## config.mk

```make
export PLATFORM = sky130hd
export DESIGN_NAME = alu_arbiter
export DESIGN_NICKNAME = d
export VERILOG_FILES = /design/src/rtl/alu_arbiter.sv
export SDC_FILE = /design/constraint.sdc
export NUM_CORES = 1
export LEC_CHECK = 0
export CELL_PAD_IN_SITES_DETAIL_PLACEMENT = 0
export CELL_PAD_IN_SITES_GLOBAL_PLACEMENT = 1
export CORE_ASPECT_RATIO = 0.6
export CORE_MARGIN = 2
export CORE_UTILIZATION = 26
export DETAILED_ROUTE_END_ITERATION = 10
export PLACE_DENSITY_LB_ADDON = 0.1
export SLEW_MARGIN = 20
export SYNTH_ARGS = -nofsm -noshare
export SYNTH_HDL_FRONTEND = slang
export SYNTH_SLANG_ARGS = --single-unit
```

## constraint.sdc

```tcl
create_clock -name clk -period 1.7 [get_ports clk]
set_clock_uncertainty 0.2 [all_clocks]
set_input_delay 0.17 -clock clk [delete_from_list [all_inputs] [get_ports clk]]
set_output_delay 0.17 -clock clk [all_outputs]
set_load 0.03 [all_outputs]
```

## src/rtl/alu_arbiter.sv

```systemverilog
// ----------------------------------------------------------------------------
// alu_arbiter
//
// Arbitrates two requesters onto one shared, external combinational ALU.
// A request seen in IDLE is granted, and the winner's opcode and operands are
// latched. In EXEC the latched values drive the ALU, and the ALU outputs are
// registered at the end of that cycle. In RESP the winner's Done is held until
// that requester acknowledges.
//
// Ports
//   clk, rst             clock; asynchronous active-low reset
//   Req0/1, Op0/1        per-requester request and 3-bit opcode
//   A0/B0, A1/B1         per-requester operands (WIDTH bits)
//   Ack0/1               requester has consumed its result
//   Gnt0/1               one-cycle pulse: operands of that requester latched
//   Done0/1              result valid for that requester, held until acked
//   Result, ZeroOut      registered ALU result and Zero flag
//   IllegalOp            registered flag: latched opcode was 011 or 111
//   SrcA, SrcB           operands to the shared ALU (always the latched values)
//   ALUControl           opcode to the shared ALU (always the latched value)
//   ALUResult, Zero      combinational return from the shared ALU
//
// Configuration
//   ALU_ARB_RR_EN        defined: round-robin between the two requesters on
//                        ties. Undefined: requester 0 always wins ties.
// ----------------------------------------------------------------------------
module alu_arbiter #(
    parameter int unsigned WIDTH = 32
) (
    input  logic             clk,
    input  logic             rst,
    input  logic             Req0,
    input  logic             Req1,
    input  logic [2:0]       Op0,
    input  logic [2:0]       Op1,
    input  logic [WIDTH-1:0] A0,
    input  logic [WIDTH-1:0] B0,
    input  logic [WIDTH-1:0] A1,
    input  logic [WIDTH-1:0] B1,
    input  logic             Ack0,
    input  logic             Ack1,
    output logic             Gnt0,
    output logic             Gnt1,
    output logic             Done0,
    output logic             Done1,
    output logic [WIDTH-1:0] Result,
    output logic             ZeroOut,
    output logic             IllegalOp,
    output logic [WIDTH-1:0] SrcA,
    output logic [WIDTH-1:0] SrcB,
    output logic [2:0]       ALUControl,
    input  logic [WIDTH-1:0] ALUResult,
    input  logic             Zero
);

    typedef enum logic [1:0] {
        IDLE = 2'b00,
        EXEC = 2'b01,
        RESP = 2'b10
    } state_t;

    state_t           state;
    state_t           state_nxt;
    logic             sel_q;      // requester that owns the in-flight operation
    logic [2:0]       op_q;
    logic [WIDTH-1:0] a_q;
    logic [WIDTH-1:0] b_q;
    logic             any_req;
    logic             win;        // requester chosen if a grant happens now
    logic             acked;

    assign any_req = Req0 | Req1;
    assign acked   = sel_q ? Ack1 : Ack0;

`ifdef ALU_ARB_RR_EN
    logic last_q;  // most recently granted requester

    // On a tie the requester not granted last wins; otherwise the lone requester.
    always_comb begin
        win = Req1;
        if (Req0 && Req1) begin
            win = ~last_q;
        end
    end

    always_ff @(posedge clk or negedge rst) begin
        if (!rst) begin
            last_q <= 1'b1;
        end else if (state == IDLE && any_req) begin
            last_q <= win;
        end
    end
`else
    // Fixed priority: requester 0 wins whenever it asks.
    assign win = ~Req0;
`endif

    // State register
    always_ff @(posedge clk or negedge rst) begin
        if (!rst) begin
            state <= IDLE;
        end else begin
            state <= state_nxt;
        end
    end

    // Next state and per-requester handshake outputs
    always_comb begin
        state_nxt = state;
        Gnt0      = 1'b0;
        Gnt1      = 1'b0;
        Done0     = 1'b0;
        Done1     = 1'b0;
        case (state)
            IDLE: begin
                if (any_req) begin
                    state_nxt = EXEC;
                end
            end
            EXEC: begin
                Gnt0      = ~sel_q;
                Gnt1      = sel_q;
                state_nxt = RESP;
            end
            RESP: begin
                Done0 = ~sel_q;
                Done1 = sel_q;
                if (acked) begin
                    state_nxt = IDLE;
                end
            end
            default: begin
                state_nxt = IDLE;
            end
        endcase
    end

    // Operand latch and result capture
    always_ff @(posedge clk or negedge rst) begin
        if (!rst) begin
            sel_q     <= 1'b0;
            op_q      <= '0;
            a_q       <= '0;
            b_q       <= '0;
            Result    <= '0;
            ZeroOut   <= 1'b0;
            IllegalOp <= 1'b0;
        end else begin
            if (state == IDLE && any_req) begin
                sel_q <= win;
                if (win) begin
                    op_q <= Op1;
                    a_q  <= A1;
                    b_q  <= B1;
                end else begin
                    op_q <= Op0;
                    a_q  <= A0;
                    b_q  <= B0;
                end
            end
            if (state == EXEC) begin
                Result    <= ALUResult;
                ZeroOut   <= Zero;
                // 011 and 111 are the only unassigned encodings
                IllegalOp <= (op_q[1:0] == 2'b11);
            end
        end
    end

    assign SrcA       = a_q;
    assign SrcB       = b_q;
    assign ALUControl = op_q;

endmodule

```

=== Yosys cells after proc, flatten, opt, wreduce, memory -nomap -nowiden ===
Index checks and enable logic that the tools add are counted.

* Bits of input ports: 173
* Register bits after elaboration: 104

* Eq/ne operators: 5
* Reductions and logical operators: 3
* Bitwise operators: 3
* Multiplexer cells: 11

{| class="wikitable"
|+ Operators with widths
! operator !! count
|-
| $mux 32 || 2
|-
| $pmux 2 s3 || 1
|-
| $mux 1 || 5
|-
| $eq 2x2->1 const B || 2
|-
| $mux 2 || 2
|-
| $ne 2x2->1 const B || 2
|-
| $mux 3 || 1
|-
| $eq 2x1->1 const B || 1
|-
| $logic_not 2->1 || 1
|-
| $not 1->1 || 2
|-
| $reduce_and 2->1 || 1
|-
| $logic_and 1x1->1 || 1
|-
| $or 1x1->1 || 1
|}

=== Depth between registers and ports, before layout ===
Gate-level depths: netlist of the first run.

* Word-level depth: 3
* Gate-level depth with buffers: 6

=== Worst setup path before layout of the first run ===
OpenSTA, ideal clock, no wires.

* Kind: register to register
* Start point: register state[1]
* End point: register a_q[14] (netlist: SrcA[14])
* Stages on the path, launching flop included: 7
* Setup slack: 0.010 ns
* Required time: 1.375 ns
* Period minus slack after synthesis: 1.690 ns
* Data arrival time: 1.365 ns
* Library setup time: 0.125 ns
* Cells stage by stage: dfrtp_1 -> nor2_1 -> o21a_1 -> buf_2 -> buf_6 -> buf_6 -> mux2_4

* Cells in the longest elaborated chain, start to end: 2

{| class="wikitable"
|+ Ends and longest elaborated chain
! item !! RTL line !! source
|-
| start, declared || 62 || <nowiki>state_t state;</nowiki>
|-
| start signal, assigned || 103 || <nowiki>state <= state_nxt;</nowiki>
|-
| $logic_not 2->1 || 149 || <nowiki>if (state == IDLE && any_req) begin</nowiki>
|-
| $logic_and 1x1->1 || 149 ||
|-
| end signal, assigned || 143 || <nowiki>a_q <= '0;</nowiki>
|-
| end signal, assigned || 153 || <nowiki>a_q <= A1;</nowiki>
|-
| end signal, assigned || 157 || <nowiki>a_q <= A0;</nowiki>
|-
| end, declared || 66 || <nowiki>logic [WIDTH-1:0] a_q;</nowiki>
|}

Every way passes these cells.
A chain may end at the register's enable or synchronous reset.

=== Worst setup path in the final report of the first run ===
* Start point: register state[0]
* End point: output Done0

* Cells in the longest elaborated chain, start to end: 2

{| class="wikitable"
|+ Ends and longest elaborated chain
! item !! RTL line !! source
|-
| $eq 2x2->1 || 114 || <nowiki>case (state)</nowiki>
|-
| $mux 1 || 114 ||
|-
| end, declared || 44 || <nowiki>output logic Done0,</nowiki>
|}

Every way passes these cells.

==> reports/results.ini, run 1 <==
[critical_path]
timing.critical_path.mode_cell = buf_4
timing_worst_setup_path_type = register to output port
setup.worst_path.start_class = register
cp_num_buf_inv = 2
kind_of_cell_adding_the_most_delay_to_the_critical_path = flip-flops
worst_r2r_startpoint = state[1]
cp_slowest_cell = dfrtp_1
crit_path_cell_trace = buf_4 -> nand2b_1 -> nor2_1 -> buf_4
worst_ep_arrival_time_ns = 1.31
worst_r2r_endpoint = SrcA[1]
crit_required_ns = 1.33
r2r.worst_path.cells = 4
critical_path.max_fanout = 3
critical_path.endpoint_type = output port
critical-path-max-stage-delay_ns = 0.38
ff2ff_setup_slack_ns = 0.02

[synthesis]
netlist_area_mm2 = 0.00476
synth_seq_cells = 104
synth-seq-area-share = 0.547
yosysWarningCount = 0
post_synthesis_area_per_instance_um2 = 15.5
mapped_nets = 480
netlist_instances = 307
synth_cell_types = 14

[run]
drv.max_cap_violation_count = 0

[placed_design]
port-buffer-count = 277
detailed_place_hpwl_mm = 10.4
routabilityCongestion = 0.734

[timing]
final.min_clock_period_ns = 1.68
maxClockFrequency_mhz = 595
total_count_of_max_transition_violations_in_the_final_report = 0
setup_viol_count_final = 0
layout_worst_path_cycle_share = 0.989
totalNegativeSetupSlack_ns = 0
worst_slew_pin_slew_ns = 0.369
timing_hold_violations_final = 0
timing.max_slew.rel_slack = 0.755
fin_worst_hold_slack_ns = 0.0595
rsz_0062_raised_after_global_routing = yes

[cts]
cts_max_level = 3
worst_skew_pair.late_latency_ns = 0.34
clock_tree_from_tritoncts = yes
cts_root_buf = clkbuf_16
worst_setup_hold_path_clk_slew_ns = 0.07
cts_max_path_buffers = 2
cts.sink_count = 104
numCtsBuffers = 9

[floorplan]
initial_utilization = 0.264
chipWidth_um = 179
total_die_area_mm2 = 0.0194
die_h_um = 109
num_io_pins = 278
placement_rows = 38
coreArea_mm2 = 0.0180

[run_status]
result_of_the_run = completed

[detailed_routing]
avgViaCountPerCell = 4.17
via_count = 3494
first_pass_iters = 4
antenna_left = 0
detail_route.iter0.violations = 77
totalWireLength_mm = 13.6
route.detailed.wl_per_inst_um = 16.2
route.detailed.drc = 0

[global_routing]
via_count_of_the_first_global_routing_pass = 3820
overflow = 0
grt_max_degree = 38
antenna_found_initial = 0
gr-usage-all-layers = 0.139
grt_pass1_wl_mm = 20.5

[pwr]
power_density_mw_per_mm2 = 1770
leakagePower_nw = 3.49
ir_drop_uv = 592

[layout]
layout_commonest_cell = clkdlybuf4s50_1
most-common-layout-cells = 170 x clkdlybuf4s50_1, 147 x mux2_2, 104 x dfrtp_1, 101 x dlygate4sd2_1, 19 x mux2_4
drive_above_1_share = 0.343
postLayoutCoreUtil = 0.450
num_antenna_cells = 0
syn2layout_area_growth_pct = 70.4
final_net_count = 765

[min_path]
worstHoldPathType = input port to async pin

worst max-delay path by stage:
stage              from        to  slack, ns  depth (start not counted)
2_1_floorplan  state[1]  SrcA[14]       0.01                          6
3_3_place_gp       Req1  SrcB[25]      -0.07                          4
3_5_place_dp       Req1  SrcB[28]      -0.09                          4
4_1_cts        state[0]     Done0      -0.01                          4
5_1_grt        state[0]     Done0      -0.06                          4
6_report       state[0]     Done0       0.02                          4
metal layers:
| layer | track usage | wire length (um) |
|---|---|---|
| met4 | 0.0331 | 133 |
| met2 | 0.235 | 6470 |
| met5 | 0 | 0 |
| met1 | 0.170 | 5720 |
| met3 | 0.0499 | 1270 |
synth_stat cells (all sizes together):
cell,count,area share
buf,16,0.023
o21ai,2,0.0021
a21oi,2,0.0021
inv,1,0.00079
clkbuf,4,0.0032
nor2,5,0.0039
nand2,2,0.0016
nand2b,2,0.0026
mux2,168,0.41
dfrtp,104,0.55
o21a,1,0.0016
report_power, final:
group          total (mW)  switching [mW]  internal (mW)
Sequential           4.36           0.604           3.76
Clock                1.97           0.962           1.00
Combinational        8.03            4.42           3.61
worst reg2reg max path: stages, from the launching register on:
cell and delay [ns]:
dfrtp_1 0.39, nor2_1 0.18, o21a_4 0.22, buf_12 0.20, mux2_2 0.37
repair_timing:
item,CTS,global route
gates resized for setup,102,1
hold endpoints to repair,105,0
hold buffers,2,0
cloned,1,0
setup buffers,2,0
setup endpoints to repair,104,33
metrics by stage:
step           power, mW  instance area [um^2]  worst slack, ns  std cells
4_1_cts             14.6                  8110          -0.0125        837
3_5_place_dp        13.3                  7890          -0.0898        816
6_report            14.4                  8110           0.0193        837
3_3_place_gp        13.2                  7890          -0.0650        816
5_1_grt             15.2                  8110          -0.0593        837
2_1_floorplan       9.50                  4760           0.0103        307
cell type report:
cell class | instances | area, um^2
clock buffers | 10 | 229
clock inverters | 6 | 43.8
flip-flops and latches | 104 | 2600
repair buffers | 294 | 2890
well taps | 240 | 300
multi-input cells | 182 | 2050
fillers | 1712 | 9910
inverters | 1 | 3.75
registers in the layout, summed over array words and instances, names as in the netlist:
| signal | cells |
|---|---|
| ZeroOut | 1 |
| IllegalOp | 1 |
| Result | 32 |
| sel_q | 1 |
| ALUControl | 3 |
| state | 2 |
| SrcB | 32 |
| SrcA | 32 |
kinds of logic (layout without fill, tap and decap cells):
logic type,Yosys count,count (layout),share of synthesized area
buffers and inverters,21,311,0.0273
and+or+nand+nor,9,9,0.00815
DFF,104,104,0.547
muxes,168,168,0.412
AOI/OAI and AO/OA,5,5,0.00578
(Power assumes the default switching activity.)
==> run 2, diff against run 1 <==
--- a/config.mk
+++ b/config.mk
@@ -12,7 +12,7 @@
 export CORE_UTILIZATION = 26
 export DETAILED_ROUTE_END_ITERATION = 10
 export PLACE_DENSITY_LB_ADDON = 0.1
-export SLEW_MARGIN = 20
+export SLEW_MARGIN = 10
 export SYNTH_ARGS = -nofsm -noshare
 export SYNTH_HDL_FRONTEND = slang
 export SYNTH_SLANG_ARGS = --single-unit
==> results of run 2 <==
The final DEF is identical to that of run 1; final timing and power are the same.
==> run 3, diff against run 2 <==
--- a/config.mk
+++ b/config.mk
@@ -8,7 +8,7 @@
 export CELL_PAD_IN_SITES_DETAIL_PLACEMENT = 0
 export CELL_PAD_IN_SITES_GLOBAL_PLACEMENT = 1
 export CORE_ASPECT_RATIO = 0.6
-export CORE_MARGIN = 2
+export CORE_MARGIN = 5
 export CORE_UTILIZATION = 26
 export DETAILED_ROUTE_END_ITERATION = 10
 export PLACE_DENSITY_LB_ADDON = 0.1
==> reports/results.ini, run 3 (synthesized netlist as in run 1, its figures left out) <==
[critical_path]
worst_r2r_startpoint = state[0]
r2r.worst_path.cells = 5
crit_path_cell_trace = nor2_4 -> o21a_4 -> buf_12 -> clkbuf_16 -> mux2_2
worst_ep_arrival_time_ns = 1.70
critical_path.endpoint_type = register
crit_start = state[0]
timing_worst_setup_path_type = register to register
critical_path.max_fanout = 6
cp_num_buf_inv = 2
kind_of_cell_adding_the_most_delay_to_the_critical_path = flip-flops
ff2ff_setup_slack_ns = 0.01
cp_slowest_cell = dfrtp_2
setup.worst_path.start_class = register
worst_r2r_endpoint = SrcB[7]
crit_required_ns = 1.72
critical-path-max-stage-delay_ns = 0.44

[global_routing]
globalRouteMet3Util = 0.0560
grt_pass1_wl_mm = 22.3
overflow = 0
grt_busiest_layer = met2
gr-usage-all-layers = 0.135
antenna_found_initial = 0
grt_max_degree = 36
grt.met1_usage = 0.162
grtUsageMet2 = 0.230
via_count_of_the_first_global_routing_pass = 3966

[placed_design]
dpl_cell_area_mm2 = 0.00788
port-buffer-count = 277
detailed_place_hpwl_mm = 11.2
pre_cts_worst_setup_slack_ns = -0.0748
routabilityCongestion = 0.789

[layout]
drive_above_1_share = 0.363
fillers = 1635
design_area_mm2 = 0.00838
layout_commonest_cell = clkdlybuf4s50_1
multi_input_comb_area_mm2 = 0.00207
most-common-layout-cells = 170 x clkdlybuf4s50_1, 144 x mux2_2, 103 x dfrtp_1, 101 x dlygate4sd2_1, 22 x mux2_4
postLayoutCoreUtil = 0.465
syn2layout_area_growth_pct = 75.9
register_area_mm2 = 0.00260
final_net_count = 777
num_antenna_cells = 0

[pwr]
ir_drop_uv = 643
leakagePower_nw = 3.62
power_density_mw_per_mm2 = 1810

[floorplan]
initial_utilization = 0.264
total_die_area_mm2 = 0.0212
coreArea_mm2 = 0.0180
num_io_pins = 278
die_h_um = 115
placement_rows = 38
chipWidth_um = 185

[timing]
setup_viol_count_final = 0
timing.max_slew.rel_slack = 0.715
layout_worst_path_cycle_share = 0.992
final.min_clock_period_ns = 1.69
maxClockFrequency_mhz = 593
rsz_0062_raised_after_global_routing = yes
totalNegativeSetupSlack_ns = 0
total_count_of_max_transition_violations_in_the_final_report = 0
worst_slew_pin_slew_ns = 0.427
postLayoutSetupSlackWorst_ns = 0.0141
timing_hold_violations_final = 0

[cts]
cts_max_level = 3
worst_skew_pair.late_latency_ns = 0.33
clock_tree_from_tritoncts = yes
cts_max_path_buffers = 2
cts.sink_count = 104
worst_setup_hold_path_clk_slew_ns = 0.07
cts_root_buf = clkbuf_16
numCtsBuffers = 9

[run]
drv.max_cap_violation_count = 0

[detailed_routing]
totalWireLength_mm = 15.2
antenna_left = 0
route.detailed.wl_per_inst_um = 17.9
route.detailed.drc = 0
detail_route.iter0.violations = 129
via_count = 3553
first_pass_iters = 3
avgViaCountPerCell = 4.18

[run_status]
result_of_the_run = completed

[min_path]
worstHoldPathType = input port to async pin

==> run 3: cell types whose count changed in the layout (fill, tap and decap cells not counted), moves of 2 or more <==
cell	previous run	this run
buf_12	8	10
buf_6	0	4
clkbuf_16	9	14
clkbuf_8	0	2
mux2_2	147	144
mux2_4	19	22
nor2_1	4	2
nor2_4	0	2
==> run 3: where the power goes <==
group / switching, mW / internal [mW]
combinational: 4.64 / 4.10
clock: 0.943 / 1.09
sequential: 0.617 / 3.76
==> run 3: layout make-up <==
type / instances / area share
well taps: 240 / 0.0358
inverters: 1 / 0.000448
clock buffers: 11 / 0.0302
multi-input cells: 182 / 0.247
clock inverters: 5 / 0.00463
repair buffers: 306 / 0.371
flip-flops and latches: 104 / 0.311
==> run 3: what timing repair did <==
item	4_1_cts	5_1_grt
hold endpoints to repair	89	0
setup endpoints to repair	103	41
hold buffers	2	0
pin swaps	0	1
setup buffers	3	6
resized for setup	103	10
cloned	1	7
==> run 3: worst max path at each step <==
stage	endpoint	slack, ns	cells past startpoint
floorplan	SrcA[14]	0.01	6
detailed placement	SrcB[11]	-0.07	4
global route	SrcB[7]	-0.02	5
CTS	Gnt0	0.02	4
finish	SrcB[7]	0.01	5
global placement	SrcB[11]	-0.05	4
==> run 3: through the flow <==
| step | power [mW] | hold WS, ns | instances |
|---|---|---|---|
| floorplan | 9.50 | -0.326 | 307 |
| global placement | 13.2 | -0.0710 | 814 |
| detailed placement | 13.4 | -0.0525 | 814 |
| CTS | 14.8 | 0.106 | 836 |
| global route | 16.0 | 0.150 | 849 |
| finish | 15.1 | 0.101 | 849 |
==> run 3: routing by layer <==
metal	routed length (um)	vias to the layer above
met3	1530	10
met5	0	-
met4	124	0
met1	6250	1701
met2	7290	148
li1	-	1694
